<file path="src/rtl/alu_issue_ctrl.sv">
// Execute-stage sequencer for the multi-cycle ALU: accepts one op, holds it on the ALU,
// waits for a fixed latency or the ALU completion flag, then hands the result downstream.
// Optional mul/div abort on a stuck completion flag: define ALU_ISSUE_TIMEOUT_EN.
module alu_issue_ctrl #(
    parameter int unsigned FIXED_LAT      = 1,
    parameter int unsigned COMPLETE_MASK  = 2,
    parameter int unsigned TIMEOUT_CYCLES = 64
) (
    input  logic        clk,
    input  logic        rst,
    input  logic        in_valid,
    output logic        in_ready,
    input  logic [31:0] in_op1,
    input  logic [31:0] in_op2,
    input  logic [4:0]  in_opcode,
    output logic [31:0] alu_operator_1,
    output logic [31:0] alu_operator_2,
    output logic [4:0]  alu_opcode,
    output logic        alu_mdu_en,
    input  logic        alu_complete,
    input  logic [31:0] alu_answer,
    output logic        out_valid,
    input  logic        out_ready,
    output logic [31:0] out_answer,
    output logic        out_error,
    output logic        busy
);

    localparam int unsigned CNT_W = 8;

    localparam logic [CNT_W-1:0] CNT_MAX   = '1;
    localparam logic [CNT_W-1:0] FIX_LAST  = CNT_W'(FIXED_LAT - 1);
    localparam logic [CNT_W-1:0] MASK_CNT  = CNT_W'(COMPLETE_MASK);
    localparam logic [CNT_W-1:0] TMO_CNT   = CNT_W'(TIMEOUT_CYCLES);
    localparam logic [4:0]       MDU_FIRST = 5'b00010;
    localparam logic [4:0]       MDU_LAST  = 5'b01001;

`ifdef ALU_ISSUE_TIMEOUT_EN
    localparam logic TMO_EN = 1'b1;
`else
    localparam logic TMO_EN = 1'b0;
`endif

    localparam logic [2:0] S_IDLE    = 3'd0;
    localparam logic [2:0] S_LAUNCH  = 3'd1;
    localparam logic [2:0] S_WAIT    = 3'd2;
    localparam logic [2:0] S_CAPTURE = 3'd3;
    localparam logic [2:0] S_HOLD    = 3'd4;

    logic [2:0]       state_q,    state_d;
    logic [31:0]      op1_q,      op1_d;
    logic [31:0]      op2_q,      op2_d;
    logic [4:0]       opc_q,      opc_d;
    logic             mdu_q,      mdu_d;
    logic             mdu_en_q,   mdu_en_d;
    logic [CNT_W-1:0] cnt_q,      cnt_d;
    logic             tmo_q,      tmo_d;
    logic [31:0]      ans_q,      ans_d;
    logic             valid_q,    valid_d;
    logic             err_q,      err_d;
    logic             in_ready_q, in_ready_d;
    logic             busy_q,     busy_d;

    // Next-state and next-output logic
    always_comb begin
        state_d    = state_q;
        op1_d      = op1_q;
        op2_d      = op2_q;
        opc_d      = opc_q;
        mdu_d      = mdu_q;
        mdu_en_d   = mdu_en_q;
        cnt_d      = cnt_q;
        tmo_d      = tmo_q;
        ans_d      = ans_q;
        valid_d    = valid_q;
        err_d      = err_q;

        case (state_q)
            S_IDLE: begin
                if (in_valid && in_ready_q) begin
                    op1_d   = in_op1;
                    op2_d   = in_op2;
                    opc_d   = in_opcode;
                    mdu_d   = (in_opcode >= MDU_FIRST) && (in_opcode <= MDU_LAST);
                    state_d = S_LAUNCH;
                end
            end
            S_LAUNCH: begin
                mdu_en_d = mdu_q;
                cnt_d    = '0;
                tmo_d    = 1'b0;
                state_d  = S_WAIT;
            end
            S_WAIT: begin
                cnt_d = (cnt_q == CNT_MAX) ? cnt_q : cnt_q + CNT_W'(1);
                // A completion in the same cycle as the timeout takes priority
                if (!mdu_q) begin
                    if (cnt_q == FIX_LAST) begin
                        state_d = S_CAPTURE;
                    end
                end else if (alu_complete && (cnt_q >= MASK_CNT)) begin
                    state_d = S_CAPTURE;
                end else if (TMO_EN && (cnt_q >= TMO_CNT)) begin
                    tmo_d   = 1'b1;
                    state_d = S_CAPTURE;
                end
            end
            S_CAPTURE: begin
                ans_d    = tmo_q ? 32'd0 : alu_answer;
                err_d    = tmo_q;
                valid_d  = 1'b1;
                mdu_en_d = 1'b0;
                state_d  = S_HOLD;
            end
            S_HOLD: begin
                if (out_ready) begin
                    valid_d = 1'b0;
                    err_d   = 1'b0;
                    state_d = S_IDLE;
                end
            end
            default: begin
                state_d = S_IDLE;
            end
        endcase

        in_ready_d = (state_d == S_IDLE);
        busy_d     = (state_d != S_IDLE);
    end

    always_ff @(posedge clk or posedge rst) begin
        if (rst) begin
            state_q    <= S_IDLE;
            op1_q      <= '0;
            op2_q      <= '0;
            opc_q      <= '0;
            mdu_q      <= 1'b0;
            mdu_en_q   <= 1'b0;
            cnt_q      <= '0;
            tmo_q      <= 1'b0;
            ans_q      <= '0;
            valid_q    <= 1'b0;
            err_q      <= 1'b0;
            in_ready_q <= 1'b1;
            busy_q     <= 1'b0;
        end else begin
            state_q    <= state_d;
            op1_q      <= op1_d;
            op2_q      <= op2_d;
            opc_q      <= opc_d;
            mdu_q      <= mdu_d;
            mdu_en_q   <= mdu_en_d;
            cnt_q      <= cnt_d;
            tmo_q      <= tmo_d;
            ans_q      <= ans_d;
            valid_q    <= valid_d;
            err_q      <= err_d;
            in_ready_q <= in_ready_d;
            busy_q     <= busy_d;
        end
    end

    assign in_ready       = in_ready_q;
    assign busy           = busy_q;
    assign alu_operator_1 = op1_q;
    assign alu_operator_2 = op2_q;
    assign alu_opcode     = opc_q;
    assign alu_mdu_en     = mdu_en_q;
    assign out_valid      = valid_q;
    assign out_answer     = ans_q;
    assign out_error      = err_q;

endmodule

</file>
<file path="config.mk">
export PLATFORM = sky130hd
export DESIGN_NAME = alu_issue_ctrl
export DESIGN_NICKNAME = d
export VERILOG_FILES = /design/src/rtl/alu_issue_ctrl.sv
export SDC_FILE = /design/constraint.sdc
export NUM_CORES = 1
export LEC_CHECK = 0
export CAP_MARGIN = 20
export CORE_MARGIN = 1
export CORE_UTILIZATION = 30
export CTS_BUF_LIST = sky130_fd_sc_hd__clkbuf_8
export CTS_CLUSTER_DIAMETER = 30
export DETAILED_ROUTE_END_ITERATION = 8
export GPL_ROUTABILITY_DRIVEN = 0
export GPL_TIMING_DRIVEN = 0
export PLACE_DENSITY = 0.68
export SLEW_MARGIN = 10
export SYNTH_ARGS = -nofsm -noshare
export SYNTH_HDL_FRONTEND = slang
export SYNTH_SLANG_ARGS = --single-unit
</file>
<file path="constraint.sdc">
create_clock -name clk -period 3.4 [get_ports clk]
set_input_delay 0.51 -clock clk [delete_from_list [all_inputs] [get_ports clk]]
set_output_delay 0.51 -clock clk [all_outputs]
set_load 0.01 [all_outputs]
</file>
==> results of run 1 <==
## through the flow
step,area (sq um),utilization (%),setup slack (ns),hold WS (ns),std cells
6_report,7450,49.0,1.30,0.484,739
5_1_grt,7450,49.0,1.15,0.505,739
4_1_cts,7450,49.0,1.22,0.459,739
3_5_place_dp,7090,46.6,0.779,0.475,708
3_3_place_gp,7030,46.2,0.340,0.470,705
2_1_floorplan,4690,-,1.46,0.506,307
## power by group through the flow
stage	combinational, mW	sequential [mW]	clock (mW)
after CTS	3.09	2.45	1.22
after floorplan	1.10	2.74	0
after detailed placement	3.08	2.47	0
final	3.04	2.43	1.16
after global placement	3.03	2.43	0
after global routing	3.26	2.53	1.28
## synth_stat cells, types with 2 or more instances
cell type and number:
nand2_1 11, a211oi_1 3, ha_1 3, or3_1 2, mux2i_1 5, nor4_1 4
nand4_1 2, nor2_1 2, mux2_2 82, buf_6 8, nand3b_1 2, nand3_1 3
nand2b_1 4, a41oi_1 2, and3_1 3, buf_2 4, a21oi_1 2, inv_1 5
nor3_1 3, o21ai_0 2, clkbuf_1 4, mux2_1 20, dfrtp_1 116
## final cells by class
cell class	instances	area, sq um	area share, %
sequential	117	2930	39.3
timing repair buffer	213	2160	29.0
multi-input combinational	168	1600	21.5
clock buffer	20	275	3.70
tap	188	235	3.16
buffer	17	133	1.78
clock inverter	11	86.3	1.16
inverter	5	22.5	0.302
## per-layer routing
layer | vias to the layer above | routed length (um) | GRT usage (%)
li1 | 1562 | - | -
met1 | 1664 | 4500 | 16.9
met2 | 131 | 5890 | 26.0
met3 | 16 | 681 | 5.15
met4 | 0 | 160 | 5.32
met5 | - | 0 | 0
## worst min path at each step
stage | start | to
final | alu_operator_2[17] | alu_operator_2[17]
after global placement | alu_operator_2[10] | alu_operator_2[10]
after global routing | rst | alu_operator_2[10]
after detailed placement | alu_operator_2[5] | alu_operator_2[5]
after CTS | rst | alu_operator_1[5]
after floorplan | cnt_q[0] | cnt_q[0]
## critical path, stage by stage, from the launching register on
cell	delay, ns
dfrtp_1	0.38
buf_6	0.13
nor4_4	0.86
buf_6	0.25
mux2_1	0.34
## flip-flops by register name, summed over array words and instances (netlist names)
name	cells
in_ready	1
alu_operator_1	32
out_answer	32
alu_mdu_en	1
out_valid	1
cnt_q	8
busy	1
mdu_q	1
alu_opcode	5
state_q	3
alu_operator_2	32
## kinds of logic (layout without fill, tap and decap cells)
family                   Yosys count  count (layout)  synth area share (%)
other                              1               1                0.0801
AO/OA/AOI/OAI                     14              14                  2.19
AND/OR/NAND/NOR                   43              43                  5.58
multiplexers                     107             107                  25.6
adder cells (fa/ha/maj)            3               3                 0.801
buffers and inverters             22             266                  3.23
flip-flops                       117             117                  62.5
==> flow_summary.yaml, run 1 <==
synth:
  synth.lib_cells_used.distinct: 38
  synth-edff-count: 0
  synth.top_cell.area_share_pct: 62.0
  synthesis.instances: 307
  ys.warnings.count: 0
  seq_area_frac_synth_pct: 62.5
  synth_area_per_cell_sq_um: 15.3
  synth.largest_area_cell: "dfrtp_1"
  async_flop_share_pct: 100
  postSynthNetCount: 416
  synth_seq_cells: 117
  ys.flop_type: "dfrtp_1"
  post_synth_main_area_contributors: "dfrtp_1, mux2_2, mux2_1"
  post_synth_instance_area_sq_um: 4680
clocking:
  cts_inserted_buffers: 17
  hold_buffers: 0
  clock_sinks: 117
  clock_tree.root_cell: "clkbuf_8"
  cts_max_path_buffers: 2
  htree_num_levels: 4
  cts_setup_buffers: 0
  insertion_delay_ns: 0.42
  clk_transition_reported_paths_ns: 0.07
  postCtsResizedCells: 0
  tritoncts: "built"
finish:
  areaGrowthSynthToFinish_pct: 59.0
  most-common-layout-cells: "clkdlybuf4s50_1, dfrtp_1, mux2_2"
  finalNetCount: 648
  layout_commonest_cell: "clkdlybuf4s50_1"
  final.fill_count: 1339
  antennaDiodeCount: 0
  drive_gt1_share_pct: 24.0
global_route:
  wire_length_of_the_first_global_routing_pass_um: 18600
  global_route.overflow_total: 0
  grt_util_all_layers_pct: 14.9
  grt_pass1_vias: 3564
  pin_count_of_the_biggest_net_entering_global_routing: 36
  grt_antenna_before_repair: 0
sta:
  fin_worst_skew_ns: 0.0120
  final-setup-viol-count: 0
  fin_tns_setup_ns: 0
  min_period_ns: 2.10
  worst_max_slew_margin_expressed_relative_to_the_limit_pct: 34.4
  tightest_slew_ns: 0.977
  achievable-frequency_mhz: 477
  rsz0062_at_grt: "no"
  finalHoldViolations: 0
  min_period_over_period_pct: 61.7
  timing.final.max_slew_violations: 0
pwr:
  comb_power_share_pct: 45.8
  post-layout-total-power_mw: 6.64
  vdd_ir_drop_max_mv: 0.333
  power.static_leakage_nw: 3.11
  switching_share_pct: 30.4
  switchingPower_mw: 2.02
  clockPowerShare_pct: 17.5
  internal-power_mw: 4.62
  sequential_power_share_pct: 36.7
  power_density_nw_per_um2: 891
setup_path:
  worstReg2RegStart: "state_q[1]"
  setup.worst_path.end_class: "register"
  worst_setup_path_endpoint: "alu_operator_2[15]"
  cp-start-kind: "register"
  r2r_cells: 4
  crit-reg2reg-capture: "alu_operator_2[15]"
  timing.critical_path.required_ns: 3.70
  critPathMaxFanout: 10
  timing_startpoint_of_the_critical_path: "state_q[1]"
  crit_arrival_ns: 2.39
  timing.reg2reg.setup_slack_ns: 1.30
  worstSetupPathType: "reg -> reg"
worst_hold_path:
  min-delay-path-class: "reg -> reg"
  min_path_cells: 1
run:
  max_cap_viol_count: 0
placed_design:
  hpwl_um: 8410
  portBuffers: 210
routing:
  num_vias: 3373
  detail-route-antenna-nets: 0
  wirelength_um: 11200
  via_per_inst: 4.56
  route.detailed.wl_per_inst_um: 15.2
  drcViolationCount: 0
  drt-initial-drc-count: 110
  first_pass_detailed_route_iteration_total: 4
die:
  io_pins: 212
  row_count: 45
  initial_core_util_pct: 30.8
  floorplan.die.height_um: 127
  dieWidth_um: 127
  dieArea_sq_um: 16100
  core-area_sq_um: 15200
outcome:
  outcome: "completed"
(Power assumes the default switching activity.)
==> run 2, diff against run 1 <==
Settings changed: PLACE_DENSITY 0.68 to 0.66.
Clock period 3.4 ns to 2 ns, I/O delays scaled along.
==> flow_summary.yaml, run 2 (synthesis gave the netlist of run 1 again) <==
pwr:
  sequential_power_share_pct: 35.1
  power.static_leakage_nw: 3.17
  comb_power_share_pct: 43.9
  switchingPower_mw: 3.43
  switching_share_pct: 29.0
  power_density_nw_per_um2: 1560
  internal-power_mw: 8.38
  vdd_ir_drop_max_mv: 0.690
  clockPowerShare_pct: 21.0
finish:
  most-common-layout-cells: "clkdlybuf4s50_1, dfrtp_1, mux2_2"
  drive_gt1_share_pct: 24.4
  finalNetCount: 650
  layout_commonest_cell: "clkdlybuf4s50_1"
  area_of_all_placed_cells_without_fillers_sq_um: 7560
  final_cell_count_no_fill: 742
  antennaDiodeCount: 0
  areaGrowthSynthToFinish_pct: 61.4
die:
  floorplan.die.height_um: 127
  core-area_sq_um: 15200
  initial_core_util_pct: 30.8
  row_count: 45
  dieWidth_um: 127
  io_pins: 212
  dieArea_sq_um: 16100
clocking:
  cts_inserted_buffers: 17
  insertion_delay_ns: 0.43
  cts_max_path_buffers: 2
  tritoncts: "built"
  clk_transition_reported_paths_ns: 0.07
  clock_tree.root_cell: "clkbuf_8"
  htree_num_levels: 4
  clock_sinks: 117
sta:
  final-setup-viol-count: 0
  rsz0062_at_grt: "no"
  min_period_ns: 1.81
  worst_max_slew_margin_expressed_relative_to_the_limit_pct: 58.0
  timing.final.max_slew_violations: 0
  min_period_over_period_pct: 90.3
  achievable-frequency_mhz: 554
  timing.final.ws_setup_ns: 0.194
  fin_tns_setup_ns: 0
  tightest_slew_ns: 0.629
  final_hold_slack_ns: 0.268
  fin_worst_skew_ns: 0.0125
  finalHoldViolations: 0
global_route:
  busiest_layer: "met2"
  grt.met2_usage_pct: 26.5
  wire_length_of_the_first_global_routing_pass_um: 18100
  grt_antenna_before_repair: 0
  global_route.overflow_total: 0
  pin_count_of_the_biggest_net_entering_global_routing: 38
  grt_pass1_vias: 3547
  grt_util_all_layers_pct: 14.7
  gr-usage-met3_pct: 4.72
  gr-usage-met1_pct: 15.8
setup_path:
  cpMaxStageDelayCell: "clkdlybuf4s50_1"
  timing.critical_path.slowest_cell_delay_ns: 0.56
  worstPathBufferInverterCount: 1
  crit_arrival_ns: 1.51
  worstSetupPathType: "reg -> out"
  critPathMaxFanout: 2
  critical_path.top_delay_family: "buffers and inverters"
  path_cells: "clkdlybuf4s50_1"
  timing.critical_path.required_ns: 1.70
  cp-start-kind: "register"
  setup.worst_path.end_class: "primary output"
routing:
  drt-initial-drc-count: 100
  route.detailed.wl_per_inst_um: 15.4
  detail-route-antenna-nets: 0
  num_vias: 3382
  wirelength_um: 11400
  first_pass_detailed_route_iteration_total: 4
  drcViolationCount: 0
  via_per_inst: 4.56
placed_design:
  detailedPlace.worstSlack_ns: -0.372
  dpl.cell_count: 708
  postPlaceCellArea_sq_um: 7090
  portBuffers: 210
  hpwl_um: 8680
run:
  max_cap_viol_count: 0
worst_hold_path:
  min-delay-path-class: "in -> async"
outcome:
  outcome: "completed"
==> run 2: cell types whose count changed in the layout (fill, tap and decap cells not counted), sizes merged <==
cell      previous run  this run
buf                 16        18
bufinv               1         5
clkinv               6         5
clkinvlp             3         1
==> run 2: cell type report <==
class	count	area, sq um
clock inverter	12	183
sequential	117	2930
buffer	17	133
tap	188	235
multi-input combinational	168	1600
clock buffer	20	275
inverter	5	22.5
fill	1366	7640
timing repair buffer	215	2180
==> run 2: what timing repair did <==
item | in CTS | in global routing
endpoints found under the hold margin | 0 | 0
gates resized for setup | 0 | 0
hold buffers | 0 | 0
setup endpoints to repair | 69 | 0
setup buffers | 2 | 0
==> run 2: final timing paths <==
path	startpoint	endpoint	slack, ns	depth (start not counted)
worst min-delay path	rst	alu_operator_1[24]	0.27	2
max in group asynchronous	rst	out_answer[30]	0.97	4
min in group clk	in_op2[8]	alu_operator_2[8]	0.47	2
worst max-delay path	in_ready	in_ready	0.19	1
worst max register to register	state_q[0]	cnt_q[7]	0.24	5
worst min register to register	alu_mdu_en	alu_mdu_en	0.48	2
==> run 2: metrics by stage <==
step | power, mW | utilization, %
6_report | 11.8 | 49.7
5_1_grt | 12.5 | 49.7
4_1_cts | 12.0 | 49.7
3_5_place_dp | 9.46 | 46.6
3_3_place_gp | 9.30 | 46.2
2_1_floorplan | 6.52 | -
==> run 2: power by group through the flow <==
stage | clock, mW | sequential, mW | combinational, mW
2_1_floorplan | 0 | 4.66 | 1.87
3_3_place_gp | 0 | 4.14 | 5.16
3_5_place_dp | 0 | 4.21 | 5.25
4_1_cts | 2.56 | 4.17 | 5.28
5_1_grt | 2.67 | 4.31 | 5.55
6_report | 2.48 | 4.14 | 5.18
==> run 2: routing by layer <==
layer / vias up / wire length (um)
met1: 1684 / 4340
met3: 17 / 727
met4: 0 / 197
met5: - / 0
met2: 122 / 6140
li1: 1559 / -
